<file path="src/rtl/lsu_if.sv">
// lsu_if: core request/response and memory bus signals of the load/store unit.
// slave is the lsu side; master is the core plus memory side that drives it.
interface lsu_if;
  logic        req_valid;
  logic        req_ready;
  logic        rd_mem_en;
  logic        wr_mem_en;
  logic [3:0]  wr_rd_mem_len;
  logic [6:0]  rd_mem_op;
  logic [63:0] addr;
  logic [63:0] wdata;

  logic        resp_valid;
  logic [63:0] rdata;
  logic        misalign_err;

  logic        mem_req;
  logic        mem_we;
  logic [63:0] mem_addr;
  logic [63:0] mem_wdata;
  logic [7:0]  mem_wstrb;
  logic        mem_gnt;
  logic        mem_rvalid;
  logic [63:0] mem_rdata;

  modport slave (
    input  req_valid, rd_mem_en, wr_mem_en, wr_rd_mem_len, rd_mem_op, addr, wdata,
    output req_ready, resp_valid, rdata, misalign_err,
    output mem_req, mem_we, mem_addr, mem_wdata, mem_wstrb,
    input  mem_gnt, mem_rvalid, mem_rdata
  );

  modport master (
    output req_valid, rd_mem_en, wr_mem_en, wr_rd_mem_len, rd_mem_op, addr, wdata,
    input  req_ready, resp_valid, rdata, misalign_err,
    input  mem_req, mem_we, mem_addr, mem_wdata, mem_wstrb,
    output mem_gnt, mem_rvalid, mem_rdata
  );
endinterface

</file>
<file path="src/rtl/lsu.sv">
// lsu: one outstanding load/store; resp at N+2 (store, or load with gnt+rvalid together), N+3+ otherwise; req_ready low while busy, bus held until mem_gnt.
// Defining LSU_MISALIGN_CHECK_EN faults misaligned or bad-length requests straight to a response with no bus access.
module lsu (
  input logic  clk,
  input logic  rst,
  lsu_if.slave bus
);
  typedef enum logic [1:0] {IDLE, REQ, WAIT, RESP} state_t;

  state_t      state_q, state_d;
  logic        mem_req_q, mem_req_d;
  logic        mem_we_q, mem_we_d;
  logic [63:0] mem_addr_q, mem_addr_d;
  logic [63:0] mem_wdata_q, mem_wdata_d;
  logic [7:0]  mem_wstrb_q, mem_wstrb_d;
  logic        resp_valid_q, resp_valid_d;
  logic [63:0] rdata_q, rdata_d;
  logic [2:0]  off_q, off_d;
  logic [6:0]  op_q, op_d;

  logic        is_store;
  logic        is_load;
  logic        accept;
  logic        misalign_hit;
  logic [7:0]  len_mask;
  logic [15:0] strb_wide;
  logic [63:0] load_shift;

  // Op bits, MSB first: lbu, lhu, lwu, lb, lh, lw, ld; no bit set means ld.
  function automatic logic [63:0] load_ext(input logic [6:0] op, input logic [63:0] s);
    logic [63:0] r;
    if (op[6])      r = {56'd0, s[7:0]};
    else if (op[5]) r = {48'd0, s[15:0]};
    else if (op[4]) r = {32'd0, s[31:0]};
    else if (op[3]) r = {{56{s[7]}}, s[7:0]};
    else if (op[2]) r = {{48{s[15]}}, s[15:0]};
    else if (op[1]) r = {{32{s[31]}}, s[31:0]};
    else            r = s;
    return r;
  endfunction

  always_comb begin
    is_store = bus.wr_mem_en;
    is_load  = bus.rd_mem_en | (|bus.rd_mem_op);
    accept   = bus.req_valid & (is_store | is_load);
    case (bus.wr_rd_mem_len)
      4'd1:    len_mask = 8'h01;
      4'd2:    len_mask = 8'h03;
      4'd4:    len_mask = 8'h0F;
      default: len_mask = 8'hFF;
    endcase
    // Lanes shifted past byte 7 fall off the top; there is no second access.
    strb_wide  = {8'h00, len_mask} << bus.addr[2:0];
    load_shift = bus.mem_rdata >> {off_q, 3'b000};
  end

`ifdef LSU_MISALIGN_CHECK_EN
  logic       len_ok;
  logic [2:0] len_m1;
  logic       misalign_q, misalign_d;

  always_comb begin
    len_ok = (bus.wr_rd_mem_len == 4'd1) || (bus.wr_rd_mem_len == 4'd2) ||
             (bus.wr_rd_mem_len == 4'd4) || (bus.wr_rd_mem_len == 4'd8);
    len_m1 = bus.wr_rd_mem_len[2:0] - 3'd1;
    misalign_hit = !len_ok || ((bus.addr[2:0] & len_m1) != 3'd0);
  end

  assign bus.misalign_err = misalign_q;
`else
  assign misalign_hit     = 1'b0;
  assign bus.misalign_err = 1'b0;
`endif

  always_comb begin
    state_d      = state_q;
    mem_req_d    = mem_req_q;
    mem_we_d     = mem_we_q;
    mem_addr_d   = mem_addr_q;
    mem_wdata_d  = mem_wdata_q;
    mem_wstrb_d  = mem_wstrb_q;
    resp_valid_d = 1'b0;
    rdata_d      = rdata_q;
    off_d        = off_q;
    op_d         = op_q;
`ifdef LSU_MISALIGN_CHECK_EN
    misalign_d   = misalign_q;
`endif
    case (state_q)
      IDLE: begin
        if (accept) begin
          off_d       = bus.addr[2:0];
          op_d        = bus.rd_mem_op;
          mem_we_d    = is_store;
          mem_addr_d  = {bus.addr[63:3], 3'b000};
          mem_wdata_d = bus.wdata << {bus.addr[2:0], 3'b000};
          mem_wstrb_d = strb_wide[7:0];
          rdata_d     = 64'd0;
`ifdef LSU_MISALIGN_CHECK_EN
          misalign_d  = misalign_hit;
`endif
          if (misalign_hit) begin
            state_d      = RESP;
            resp_valid_d = 1'b1;
          end else begin
            state_d   = REQ;
            mem_req_d = 1'b1;
          end
        end
      end
      REQ: begin
        if (bus.mem_gnt) begin
          mem_req_d = 1'b0;
          if (mem_we_q) begin
            state_d      = RESP;
            resp_valid_d = 1'b1;
          end else if (bus.mem_rvalid) begin
            state_d      = RESP;
            resp_valid_d = 1'b1;
            rdata_d      = load_ext(op_q, load_shift);
          end else begin
            state_d = WAIT;
          end
        end
      end
      WAIT: begin
        if (bus.mem_rvalid) begin
          state_d      = RESP;
          resp_valid_d = 1'b1;
          rdata_d      = load_ext(op_q, load_shift);
        end
      end
      RESP:    state_d = IDLE;
      default: state_d = IDLE;
    endcase
  end

  always_ff @(posedge clk) begin
    if (rst) begin
      state_q      <= IDLE;
      mem_req_q    <= 1'b0;
      mem_we_q     <= 1'b0;
      mem_addr_q   <= 64'd0;
      mem_wdata_q  <= 64'd0;
      mem_wstrb_q  <= 8'd0;
      resp_valid_q <= 1'b0;
      rdata_q      <= 64'd0;
      off_q        <= 3'd0;
      op_q         <= 7'd0;
`ifdef LSU_MISALIGN_CHECK_EN
      misalign_q   <= 1'b0;
`endif
    end else begin
      state_q      <= state_d;
      mem_req_q    <= mem_req_d;
      mem_we_q     <= mem_we_d;
      mem_addr_q   <= mem_addr_d;
      mem_wdata_q  <= mem_wdata_d;
      mem_wstrb_q  <= mem_wstrb_d;
      resp_valid_q <= resp_valid_d;
      rdata_q      <= rdata_d;
      off_q        <= off_d;
      op_q         <= op_d;
`ifdef LSU_MISALIGN_CHECK_EN
      misalign_q   <= misalign_d;
`endif
    end
  end

  assign bus.req_ready  = (state_q == IDLE);
  assign bus.resp_valid = resp_valid_q;
  assign bus.rdata      = rdata_q;
  assign bus.mem_req    = mem_req_q;
  assign bus.mem_we     = mem_we_q;
  assign bus.mem_addr   = mem_addr_q;
  assign bus.mem_wdata  = mem_wdata_q;
  assign bus.mem_wstrb  = mem_wstrb_q;
endmodule
</file>
<file path="src/flat_wrapper.sv">
// flat-port wrapper written by rule: the top's interface ports become plain ports
module lsu_flat 
  (clk, rst, bus_req_valid, bus_rd_mem_en, bus_wr_mem_en, bus_wr_rd_mem_len, bus_rd_mem_op, bus_addr, bus_wdata, bus_req_ready, bus_resp_valid, bus_rdata, bus_misalign_err, bus_mem_req, bus_mem_we, bus_mem_addr, bus_mem_wdata, bus_mem_wstrb, bus_mem_gnt, bus_mem_rvalid, bus_mem_rdata);
  lsu_if bus_i ();
  input logic clk;
  input logic rst;
  input wire logic [$bits(bus_i.req_valid)-1:0] bus_req_valid;
  input wire logic [$bits(bus_i.rd_mem_en)-1:0] bus_rd_mem_en;
  input wire logic [$bits(bus_i.wr_mem_en)-1:0] bus_wr_mem_en;
  input wire logic [$bits(bus_i.wr_rd_mem_len)-1:0] bus_wr_rd_mem_len;
  input wire logic [$bits(bus_i.rd_mem_op)-1:0] bus_rd_mem_op;
  input wire logic [$bits(bus_i.addr)-1:0] bus_addr;
  input wire logic [$bits(bus_i.wdata)-1:0] bus_wdata;
  output wire logic [$bits(bus_i.req_ready)-1:0] bus_req_ready;
  output wire logic [$bits(bus_i.resp_valid)-1:0] bus_resp_valid;
  output wire logic [$bits(bus_i.rdata)-1:0] bus_rdata;
  output wire logic [$bits(bus_i.misalign_err)-1:0] bus_misalign_err;
  output wire logic [$bits(bus_i.mem_req)-1:0] bus_mem_req;
  output wire logic [$bits(bus_i.mem_we)-1:0] bus_mem_we;
  output wire logic [$bits(bus_i.mem_addr)-1:0] bus_mem_addr;
  output wire logic [$bits(bus_i.mem_wdata)-1:0] bus_mem_wdata;
  output wire logic [$bits(bus_i.mem_wstrb)-1:0] bus_mem_wstrb;
  input wire logic [$bits(bus_i.mem_gnt)-1:0] bus_mem_gnt;
  input wire logic [$bits(bus_i.mem_rvalid)-1:0] bus_mem_rvalid;
  input wire logic [$bits(bus_i.mem_rdata)-1:0] bus_mem_rdata;
  assign bus_i.req_valid = bus_req_valid;
  assign bus_i.rd_mem_en = bus_rd_mem_en;
  assign bus_i.wr_mem_en = bus_wr_mem_en;
  assign bus_i.wr_rd_mem_len = bus_wr_rd_mem_len;
  assign bus_i.rd_mem_op = bus_rd_mem_op;
  assign bus_i.addr = bus_addr;
  assign bus_i.wdata = bus_wdata;
  assign bus_req_ready = bus_i.req_ready;
  assign bus_resp_valid = bus_i.resp_valid;
  assign bus_rdata = bus_i.rdata;
  assign bus_misalign_err = bus_i.misalign_err;
  assign bus_mem_req = bus_i.mem_req;
  assign bus_mem_we = bus_i.mem_we;
  assign bus_mem_addr = bus_i.mem_addr;
  assign bus_mem_wdata = bus_i.mem_wdata;
  assign bus_mem_wstrb = bus_i.mem_wstrb;
  assign bus_i.mem_gnt = bus_mem_gnt;
  assign bus_i.mem_rvalid = bus_mem_rvalid;
  assign bus_i.mem_rdata = bus_mem_rdata;
  lsu u_core (.clk(clk), .rst(rst), .bus(bus_i));
endmodule
</file>
<file path="config.mk">
export PLATFORM = sky130hd
export DESIGN_NAME = lsu_flat
export DESIGN_NICKNAME = d
export VERILOG_FILES = /design/src/rtl/lsu_if.sv /design/src/rtl/lsu.sv /design/src/flat_wrapper.sv
export SDC_FILE = /design/constraint.sdc
export NUM_CORES = 1
export LEC_CHECK = 0
export CAP_MARGIN = 20
export CORE_MARGIN = 8
export CORE_UTILIZATION = 49
export CTS_CLUSTER_DIAMETER = 100
export CTS_CLUSTER_SIZE = 10
export DETAILED_ROUTE_END_ITERATION = 8
export HOLD_SLACK_MARGIN = 0.15
export PLACE_DENSITY = 0.95
export SYNTH_ARGS = -nofsm -noshare
export SYNTH_HDL_FRONTEND = slang
export SYNTH_SLANG_ARGS = --single-unit
</file>
<file path="constraint.sdc">
create_clock -name clk -period 4.18 [get_ports clk]
set_input_delay 0.418 -clock clk [delete_from_list [all_inputs] [get_ports clk]]
set_output_delay 0.418 -clock clk [all_outputs]
set_load 0.01 [all_outputs]
</file>
Word level (Yosys, flattened, before mapping):

Cells that the tools add are included.

* register bits after elaboration: 212
* output and inout port bits: 205
* logic and storage cells: 59

* equal/unequal tests: 10
* shift operators: 3
* mux-type cells: 25
* bitwise operators: 3
* reduce and logical (&&, ||, !) cells: 8

Operators with widths (count)
* $mux 64: 10
* $pmux 64 s3: 1
* $shl 64x6->64: 1
* $shr 64x6->64: 1
* $pmux 8 s3: 1
* $mux 2: 4
* $pmux 2 s4: 1
* $shl 8x3->8: 1
* $reduce_or 7->1: 1
* $mux 1: 6
* $ne 2x2->1 const B: 3
* $reduce_and 3->1: 2
* $eq 2x2->1 const B: 2
* $eq 4x1->1 const B: 1
* $eq 4x2->1 const B: 1
* $eq 4x3->1 const B: 1
* $pmux 1 s2: 2
* $reduce_and 4->1: 1
* $reduce_bool 3->1: 1
* $eq 2x1->1 const B: 1
* $logic_not 2->1: 1
* $ne 2x1->1 const B: 1
* $or 1x1->1: 2
* $reduce_and 2->1: 1
* 2 further kinds: 2

Depth between registers and ports, before layout:

* depth after elaboration: 11
* depth in mapped cells: 9
* mapped depth without buffers: 7

Worst setup path after synthesis:

Ideal clock, no wire load.

* path type: reg-to-reg
* start: reg u_core.state_q[0]
* end: reg u_core.rdata_q[53] (netlist: u_core.bus.rdata[53])
* data arrival time: 2.226 ns
* data required time: 4.101 ns
* slack: 1.875 ns
* stages on the path, launching flop included: 10
* buffers on the path: 2
* period minus slack after synthesis: 2.305 ns
* cells stage by stage: dfxtp_1 inv_1 ha_1 nor2b_1 nor4_2 nand3_1 buf_2 a2111o_1 buf_6 o211ai_1

* word-level cells in the longest chain between the ends: 3
* elaborated cells on any way between the ends: 9
* those cells by class: 5 x eq/ne; 1 x mux; 3 x reduce/logical

Ends and longest elaborated chain
* start, declared: line lsu.sv:10 `state_t state_q, state_d;`
* start signal, assigned: line lsu.sv:154 `state_q <= state_d;`
* $logic_not 2->1 (*)
* named net bus_req_ready: line flat_wrapper.sv:14 `output wire logic [$bits(bus_i.req_ready)-1:0] bus_req_ready;`
* $ne 2x1->1 (no source line) / $reduce_bool 3->1 (equally long branches)
* $reduce_and 4->1 (no source line)
* end signal, assigned: line lsu.sv:161 `rdata_q <= rdata_d;`
* end, declared: line lsu.sv:17 `logic [63:0] rdata_q, rdata_d;`

Mark *: on every way through the listed nets, which the timed path passes. The rest lies on a longest branch.
A chain may end at the register's enable or synchronous reset.

Worst setup path in the final report:

* start: reg u_core.off_q[0]
* end: reg u_core.rdata_q[28] (netlist: u_core.bus.rdata[28])

* word-level cells in the longest chain between the ends: 11

Ends and longest elaborated chain
* start, declared: line lsu.sv:18 `logic [2:0] off_q, off_d;`
* start signal, assigned: line lsu.sv:148 `off_q <= 3'd0;`
* start signal, assigned: line lsu.sv:162 `off_q <= off_d;`
* $shr 64x6->64 (*): line lsu.sv:54 `load_shift = bus.mem_rdata >> {off_q, 3'b000};`
* $mux 64: line lsu.sv:37 `else if (op[1]) r = {{32{s[31]}}, s[31:0]};`
* $mux 64: line lsu.sv:36 `else if (op[2]) r = {{48{s[15]}}, s[15:0]};`
* $mux 64: line lsu.sv:35 `else if (op[3]) r = {{56{s[7]}}, s[7:0]};`
* $mux 64 (*): line lsu.sv:34 `else if (op[4]) r = {32'd0, s[31:0]};`
* $mux 64 (*): line lsu.sv:33 `else if (op[5]) r = {48'd0, s[15:0]};`
* $mux 64 (*): line lsu.sv:32 `if (op[6]) r = {56'd0, s[7:0]};`
* $mux 64 (*): line lsu.sv:117 `end else if (bus.mem_rvalid) begin`
* $mux 64: line lsu.sv:114 `if (mem_we_q) begin`
* $mux 64: line lsu.sv:112 `if (bus.mem_gnt) begin`
* $pmux 64 s3 (*): line lsu.sv:89 `case (state_q)`

Every way passes the cells marked *; elsewhere a longest branch is shown, timed or not. The select of a mux whose other input is x is not followed.

==> flow_summary.yaml <==
timing:
  max_freq_ghz: 0.313
  fin_setup_tns_ps: 0
  maxSlewViolCount: 0
  fin_hold_ws_ps: 242
  worstMarginPinSlew_ps: 1090
  rsz0062_at_grt: "no"
  finalCritPeriodShare_pct: 76.4
  clock-skew-final_ps: 16.4
  slew_headroom_pct: 26.7
  report.final.setup_viol: 0
  period_minus_slack_ps: 3190
  hold_viol: 0
clock_tree:
  clk_root_buffer_cell: "clkbuf_16"
  cts_tree: "yes"
  cts_buffers: 25
  postCtsSetupBuffers: 0
  clk_pin_slew_ps: 60
  clk_path_buf_depth: 3
  cts_resized: 0
  htreeDepth: 1
  cts_hold_buf: 0
  insertion_delay_ps: 530
  cts.sink_count: 211
run:
  max_cap_viol_count: 0
synthesis:
  async_flop_share_pct: 0
  yosysSeqAreaShare_pct: 38.1
  syn_inst: 1375
  avgSynthCellArea_um2: 8.07
  netlist_area_mm2: 0.0111
  synth.distinct_cells: 57
  synth-edff-count: 0
  synthFlopType: "dfxtp_1"
  synth-seq-cells: 211
  yosysWarnings: 0
pwr:
  p_leak_uw: 0.00584
  p_int_uw: 5150
  irDropWorstVdd_mv: 0.386
  swShare_pct: 37.9
  combPwrFrac_pct: 43.4
  seq_power_share_pct: 33.7
  power_density_mw_per_mm2: 523
  p_clk_share_pct: 22.9
  switchingPower_uw: 3140
setup_path:
  r2r-start: "u_core.off_q[0]$_SDFFE_PP0P_"
  crit_path_max_fanout: 39
  path_class: "reg -> reg"
  critPathLaunchType: "flip-flop"
  slowest_delay_ps: 870
  cp-end-kind: "flip-flop"
  cp_slowest_cell: "dfxtp_2"
  worst_ep_arrival_time_ps: 3660
  crit_path_start: "u_core.off_q[0]$_SDFFE_PP0P_"
  critPathRequiredTime_ps: 4650
  worstPathCellList: "nor2_1 > a2bb2o_2 > or3_4 > a211oi_4 > buf_4 > a221o_2"
floorplanning:
  rows: 55
  die_w_um: 166
  io_pins: 415
  coreArea_mm2: 0.0224
  initial_core_util_pct: 49.5
  fp.dieArea_mm2: 0.0277
  die_h_um: 166
layout:
  drive_above_1_share_pct: 6.95
  fillers: 1728
  seq_area_mm2: 0.00423
  multi_input_area_mm2: 0.00630
  fin_nets: 1924
  area_growth_pct: 42.9
route:
  vias_per_cell: 6.06
  drc: 0
  dr_total_vias: 12100
  routedWlPerCell_um: 23.6
  drt_iter0_drc: 1090
  drt-pass1-iter-count: 8
  ant_nets: 0
  wirelength_um: 47100
global_route:
  antenna_found_initial: 5
  grt_overflow: 0
  grt_pass1_wl_um: 71200
  first_global_vias: 12000
  grt_start_max_net_pins: 95
  track_usage_pct: 32.1
place:
  io_buffers: 410
  hpwl_um: 35400
  gp_congestion: 0.980
outcome:
  status: "complete, no violations"
min_path:
  hold_start: "rst"
  hp-class: "in -> reg"
-- registers in the layout, indices dropped and copies added (netlist names) --
name	cells
u_core.bus.resp_valid	1
u_core.state_q	2
u_core.bus.mem_wstrb	8
u_core.bus.rdata	64
u_core.bus.mem_wdata	64
u_core.bus.mem_we	1
u_core.op_q	6
u_core.off_q	3
u_core.bus.mem_req	1
u_core.bus.mem_addr	61
-- worst paths after layout --
path              cells after the start  slack, ps                               endpoint
hold reg to reg                       2        450  u_core.bus.mem_wdata[23]$_SDFFE_PP0P_
setup / recovery                      6        990      u_core.bus.rdata[28]$_SDFFE_PP0P_
hold / removal                        3        240       u_core.bus.resp_valid$_SDFF_PP0_
setup reg to reg                      6        990      u_core.bus.rdata[28]$_SDFFE_PP0P_
-- cells in the final DEF (no fill, tap or decap), drive strengths merged, types with 2 or more instances in the layout --
cell	synthesis	routed
a221o	16	16
nand2	254	254
nand2b	33	33
nor2b	12	12
a211oi	56	56
a211o	16	16
and3	3	3
ha	4	4
clkbuf	81	26
o22ai	9	9
o21ai	41	41
inv	13	15
nor4	3	3
buf	44	23
a2bb2oi	9	9
or3	10	10
o211ai	29	29
dfxtp	211	211
o21a	12	12
a31oi	9	9
clkdlybuf4s50	0	407
nor2	85	85
or2	2	2
conb	1	4
nand3	37	37
mux2	34	34
diode	0	4
mux2i	118	118
nand4	2	2
a22oi	17	17
nor3	19	19
a21oi	178	178
or3b	3	3
-- worst max-delay path, delay by kind of cell (launching register included) --
family	cells	cell delay, ps
compound gates	3	1180
buf+inv	1	350
simple gates	2	710
flops	1	870
-- Yosys cell counts (26+ instances only) --
| library cell | n | area share [%] |
|---|---|---|
| dfxtp_1 | 211 | 38 |
| nand3_1 | 37 | 1.7 |
| o211ai_1 | 29 | 2.0 |
| clkbuf_1 | 80 | 2.7 |
| a21oi_1 | 178 | 8.0 |
| nor2_1 | 85 | 2.9 |
| mux2_2 | 34 | 3.5 |
| mux2i_1 | 118 | 11 |
| o21ai_0 | 41 | 1.8 |
| a211oi_1 | 55 | 3.7 |
| nand2b_1 | 33 | 1.9 |
| nand2_1 | 254 | 8.6 |
| buf_2 | 26 | 1.2 |
-- per-layer routing --
metal,GRT usage [%],vias to the layer above,wire length [µm]
li1,-,5554,-
met2,53.5,727,21900
met3,10.8,151,5150
met5,0,-,11
met1,36.6,5695,17500
met4,15.3,2,2560
-- power groups by stage --
stage / clock [µW] / combinational [µW] / sequential (µW)
CTS: 1920 / 3570 / 2780
floorplan: 0 / 1760 / 2900
global placement: 0 / 3470 / 2800
detailed placement: 0 / 3540 / 2810
global route: 2000 / 3840 / 2830
finish: 1900 / 3600 / 2790
-- cell families (layout without fill, tap and decap cells) --
kind of cell | after synthesis | after routing | share of synthesized area [%]
mux | 153 | 153 | 14.3
other cells | 1 | 8 | 0.0338
compound gates | 401 | 401 | 23.1
simple gates | 466 | 466 | 18.4
xor+xnor | 1 | 1 | 0.0789
flops | 211 | 211 | 38.1
fa+ha+maj | 4 | 4 | 0.451
buf+inv | 138 | 471 | 5.58
-- cell type report --
| cell class | instances | area share [%] |
|---|---|---|
| clock buffers | 26 | 3.97 |
| diodes | 4 | 0.0631 |
| repair buffers | 430 | 26.9 |
| clock inverters | 2 | 0.181 |
| well taps | 285 | 2.25 |
| multi-input cells | 1029 | 39.7 |
| inverters | 13 | 0.308 |
| flip-flops and latches | 211 | 26.7 |
-- per-stage QoR --
step	std cells	cell area (µm²)	utilization (%)	setup slack (ps)	power, µW
final	2000	15900	70.7	985	8290
after global routing	2000	15900	70.7	839	8680
after CTS	1995	15800	70.6	1020	8270
after detailed placement	1967	15200	67.7	903	6360
after global placement	1966	15200	67.7	957	6270
after floorplan	1378	11100	-	1870	4670
Note: power is estimated with default switching activity, not from simulation.
